`src/rtl/instr_fetch.sv`:
```
// Instruction fetch stage: program-loaded instruction memory, one-deep
// synchronous read stage and a 4-entry output FIFO with valid/ready handshakes.
module instr_fetch #(
   parameter int DATA_W = 8,
   parameter int ADDR_W = 3
) (
   input  logic              clk,
   input  logic              reset,
   input  logic [ADDR_W-1:0] pc_addr,
   input  logic              pc_valid,
   output logic              pc_ready,
   input  logic              prog_we,
   input  logic [ADDR_W-1:0] prog_addr,
   input  logic [DATA_W-1:0] prog_data,
   input  logic              flush,
   output logic [DATA_W-1:0] instr,
   output logic [ADDR_W-1:0] instr_addr,
   output logic              instr_valid,
   input  logic              instr_ready,
   output logic [2:0]        occupancy
);

   // Handshakes: a transfer happens on a rising edge where valid and ready
   // are both 1; valid never waits on ready, and ready never depends on
   // instr_ready so the fetch and consume sides cannot form a loop.

   localparam int DEPTH = 2 ** ADDR_W;
   localparam int FIFO_D = 4;

   logic [DATA_W-1:0] mem_q [DEPTH];

   logic [DATA_W-1:0] fifo_data_q [FIFO_D];
   logic [ADDR_W-1:0] fifo_addr_q [FIFO_D];

   logic [1:0]        wr_ptr_q, wr_ptr_d;
   logic [1:0]        rd_ptr_q, rd_ptr_d;
   logic [2:0]        occ_q, occ_d;

   logic              infl_q;
   logic [DATA_W-1:0] infl_data_q;
   logic [ADDR_W-1:0] infl_addr_q;

   logic [3:0]        level;
   logic              accept;
   logic              push;
   logic              pop;

   // Space must cover the entry already in flight, so count it against the FIFO.
   always_comb begin
      level       = {1'b0, occ_q} + {3'b000, infl_q};
      pc_ready    = (level < 4'd4) && !flush;
      accept      = pc_valid && pc_ready;
      instr_valid = (occ_q != 3'd0);
      pop         = instr_valid && instr_ready && !flush;
      push        = infl_q && !flush;
   end

   always_comb begin
      wr_ptr_d = wr_ptr_q;
      rd_ptr_d = rd_ptr_q;
      occ_d    = occ_q;
      if (flush) begin
         wr_ptr_d = 2'd0;
         rd_ptr_d = 2'd0;
         occ_d    = 3'd0;
      end else begin
         if (push) wr_ptr_d = wr_ptr_q + 2'd1;
         if (pop)  rd_ptr_d = rd_ptr_q + 2'd1;
         case ({push, pop})
            2'b10:   occ_d = occ_q + 3'd1;
            2'b01:   occ_d = occ_q - 3'd1;
            default: occ_d = occ_q;
         endcase
      end
   end

   always_comb begin
      instr      = '0;
      instr_addr = '0;
      if (instr_valid) begin
         instr      = fifo_data_q[rd_ptr_q];
         instr_addr = fifo_addr_q[rd_ptr_q];
      end
      occupancy = occ_q;
   end

   // Memory is never reset; programming continues through reset and flush.
   always_ff @(posedge clk) begin
      if (prog_we) mem_q[prog_addr] <= prog_data;
   end

   always_ff @(posedge clk) begin
      if (reset && push) begin
         fifo_data_q[wr_ptr_q] <= infl_data_q;
         fifo_addr_q[wr_ptr_q] <= infl_addr_q;
      end
   end

   // The read samples mem_q before this edge's write lands: read-before-write.
   always_ff @(posedge clk) begin
      if (!reset) begin
         wr_ptr_q    <= 2'd0;
         rd_ptr_q    <= 2'd0;
         occ_q       <= 3'd0;
         infl_q      <= 1'b0;
         infl_data_q <= '0;
         infl_addr_q <= '0;
      end else begin
         wr_ptr_q <= wr_ptr_d;
         rd_ptr_q <= rd_ptr_d;
         occ_q    <= occ_d;
         infl_q   <= accept;
         if (accept) begin
            infl_data_q <= mem_q[pc_addr];
            infl_addr_q <= pc_addr;
         end
      end
   end

   occ_bound_a : assert property (@(posedge clk) disable iff (!reset)
      occ_q <= 3'd4);
   no_push_full_a : assert property (@(posedge clk) disable iff (!reset)
      !(push && occ_q == 3'd4));

endmodule

```
`config.mk`:
```
export PLATFORM = sky130hd
export DESIGN_NAME = instr_fetch
export DESIGN_NICKNAME = d
export VERILOG_FILES = /design/src/rtl/instr_fetch.sv
export SDC_FILE = /design/constraint.sdc
export NUM_CORES = 1
export LEC_CHECK = 0
export CAP_MARGIN = 30
export CORE_MARGIN = 2
export CORE_UTILIZATION = 52
export DETAILED_ROUTE_END_ITERATION = 8
export PLACE_DENSITY = 0.72
export SLEW_MARGIN = 20
export SYNTH_ARGS = -nofsm -noshare
export SYNTH_HDL_FRONTEND = slang
export SYNTH_SLANG_ARGS = --single-unit
```
`constraint.sdc`:
```
create_clock -name clk -period 1.75 [get_ports clk]
set_clock_uncertainty 0.1 [all_clocks]
set_input_delay 0.175 -clock clk [delete_from_list [all_inputs] [get_ports clk]]
set_output_delay 0.175 -clock clk [all_outputs]
set_load 0.01 [all_outputs]
```
==> flow_summary.ini <==
[run_status]
status = finished, violations left
violations = setup timing

[sta]
finalWorstSetupSlack_ps = -318
fmax_mhz = 484
drv_slew = 0
tightest_slew_ps = 406
max_slew_margin = 0.726
finalCriticalPeriod_ps = 2070
hold_viol = 0
rsz0062_at_grt = true
period_share = 1.18
tns_ps = -3280
setup_viol = 14
fin_hold_ws_ps = 294

[finish]
fillCellCount = 606
drive_gt1_frac = 0.347
final-seq-area_um2 = 3680
post-route-util = 0.700
multi_input_area_um2 = 1290
nNetsFinal = 388
area_growth_pct = 29.7
antenna_cells = 0
fin_cells = 504

[placed_design]
place_inst = 469
post-dp-hpwl_mm = 6.01
pre_cts_ws_ps = -490
place_congestion = 0.717
port-buffer-count = 35

[synth]
syn_area_per_cell_um2 = 18.5
synth_seq_cells = 129
synth_nets = 299
synth_cell_types = 31
synth_area_leaders = edfxtp_1 (64%), mux4_2 (12%), dfxtp_1 (8.3%)
syn_inst = 273
ys_warn_count = 0
synth_top_area_frac = 0.644
yosysTopAreaCell = edfxtp_1
syn_area_um2 = 5040
yosysSeqAreaShare = 0.727

[setup_path]
cp_max_fo = 6
worst_setup_path_end_kind = output port
cp.required_ps = 1470
reg2reg_slack_ps = -170
arrival_ps = 1790
start_kind = register
setup.worst_path.class = reg2out

[routing]
drc = 0
initialDrtViolationCount = 110
drt-pass1-iter-count = 4
wire_per_inst_um = 18.1
vias_per_cell = 5.29
drt_wl_total_mm = 9.13
final_antenna_net_count = 0
vias = 2668

[die]
die-area_um2 = 10500
start_util = 0.540
ios = 36
rows = 35
dieHeight_um = 102
core-area_um2 = 9330
die_w_um = 102

[global_route]
grt_pass1_wl_mm = 14.9
antenna_found_initial = 0
grt_pass1_vias = 2870
grt.overflow.total = 0
grt_usage = 0.198
grt_start_max_net_pins = 17

[clocking]
cts_buffers = 17
clkSinkCount = 129
clk_pin_slew_ps = 60
cts_tree = yes
ctsHoldBuffers = 0
clock_latency_ps = 500
clock_path_buffers = 2
cts-root-buf = clkbuf_8
htree_levels = 4

[worst_hold_path]
timing.hold.worst.class = in2reg

[pwr]
power_per_cell_area_nw_per_um2 = 1090
peakVddDrop_v = 0.000763
power_leakage_nw = 2.32

[run]
maxCapViolCount = 0
[metrics by stage]
step / instance area, um^2 / total power, mW
after floorplan: 5070 / 3.66
after global placement: 5910 / 3.80
after detailed placement: 5910 / 3.82
after CTS: 6520 / 7.18
after global routing: 6530 / 7.34
final: 6530 / 7.12
[area by class of cell]
cell class	count	share of cell area
Sequential cell	129	0.563
Multi-Input combinational cell	122	0.198
Timing Repair Buffer	83	0.122
Clock buffer	19	0.0646
Tap cell	129	0.0247
Clock inverter	13	0.0220
Inverter	9	0.00594
[critical path, cell delays in order (launching register included)]
cell and delay [ps]:
dfxtp_4 370, buf_12 130, mux4_2 520, nor2b_1 150
buf_2 130
[cells in the mapped netlist]
cell / n
a211oi_1: 8
a21oi_1: 13
a311o_4: 1
and3_1: 4
buf_2: 4
buf_4: 1
buf_6: 3
buf_8: 1
clkbuf_1: 4
clkinv_2: 1
dfxtp_1: 21
edfxtp_1: 108
fa_1: 1
ha_1: 5
inv_1: 8
mux2i_1: 9
mux4_2: 27
nand2_1: 2
nand2b_1: 4
nand3_1: 3
nor2_1: 16
nor2_2: 1
nor2b_1: 11
nor3_1: 4
o21ai_0: 4
o311ai_0: 1
o31ai_1: 1
or2b_1: 1
or3_1: 1
xnor2_1: 1
xor2_1: 4
[logic make-up after synthesis]
group           share of synthesized area
xor+xnor                          0.00869
compound gates                     0.0360
mux                                 0.139
flops                               0.727
buf+inv                            0.0251
simple gates                       0.0479
fa+ha+maj                          0.0164
[repair_timing]
action / 4_1_cts / 5_1_grt
resized for setup: 66 / 8
pin swaps: 4 / 1
cloned: 1 / 0
endpoints found under the hold margin: 0 / 0
buffers inserted: 3 / 0
endpoints found under the setup margin: 17 / 15
[routing by layer]
metal,wire [um],part of all wire,track usage,vias up
li1,-,-,-,1252
met1,3750,0.41,0.237,1343
met4,166,0.018,0.0738,0
met3,244,0.027,0.0410,14
met2,4970,0.54,0.354,59
met5,0,0,0,-
[final timing paths]
path	end	start	cells past startpoint
min	infl_q$_SDFF_PN0_	pc_valid	3
max reg2reg	occupancy[2]$_SDFFE_PP0P_	occupancy[0]$_SDFFE_PP0P_	9
max	instr[6]	register	4
min reg2reg	fifo_addr_q[1][2]$_DFFE_PP_	infl_addr_q[2]$_SDFFE_PN0P_	0
[cells in the final DEF (no fill, tap or decap), types with 6 or more instances in the layout]
master           count
edfxtp_1           108
buf_4               35
mux4_2              27
clkdlybuf4s50_1     19
dfxtp_1             17
nor2_1              16
clkbuf_16           16
a21oi_1             13
nor2b_1              9
mux2i_1              9
buf_2                9
buf_12               9
a211oi_1             8
buf_6                8
inv_1                6
[state kept, by name, indices dropped and copies added, names as in the netlist, named ones only]
name         flops
infl_data_q      8
wr_ptr_q         2
infl_q           1
rd_ptr_q         2
fifo_data_q     32
occupancy        3
fifo_addr_q     12
infl_addr_q      3
mem_q           64
[report_power, final]
group	total (mW)	internal (mW)	leakage [nW]	switching (mW)
clock	3.36	2.14	0.270	1.22
sequential	3.43	3.40	1.16	0.0362
combinational	0.326	0.175	0.891	0.151
Power figures use the tool's default switching activity.
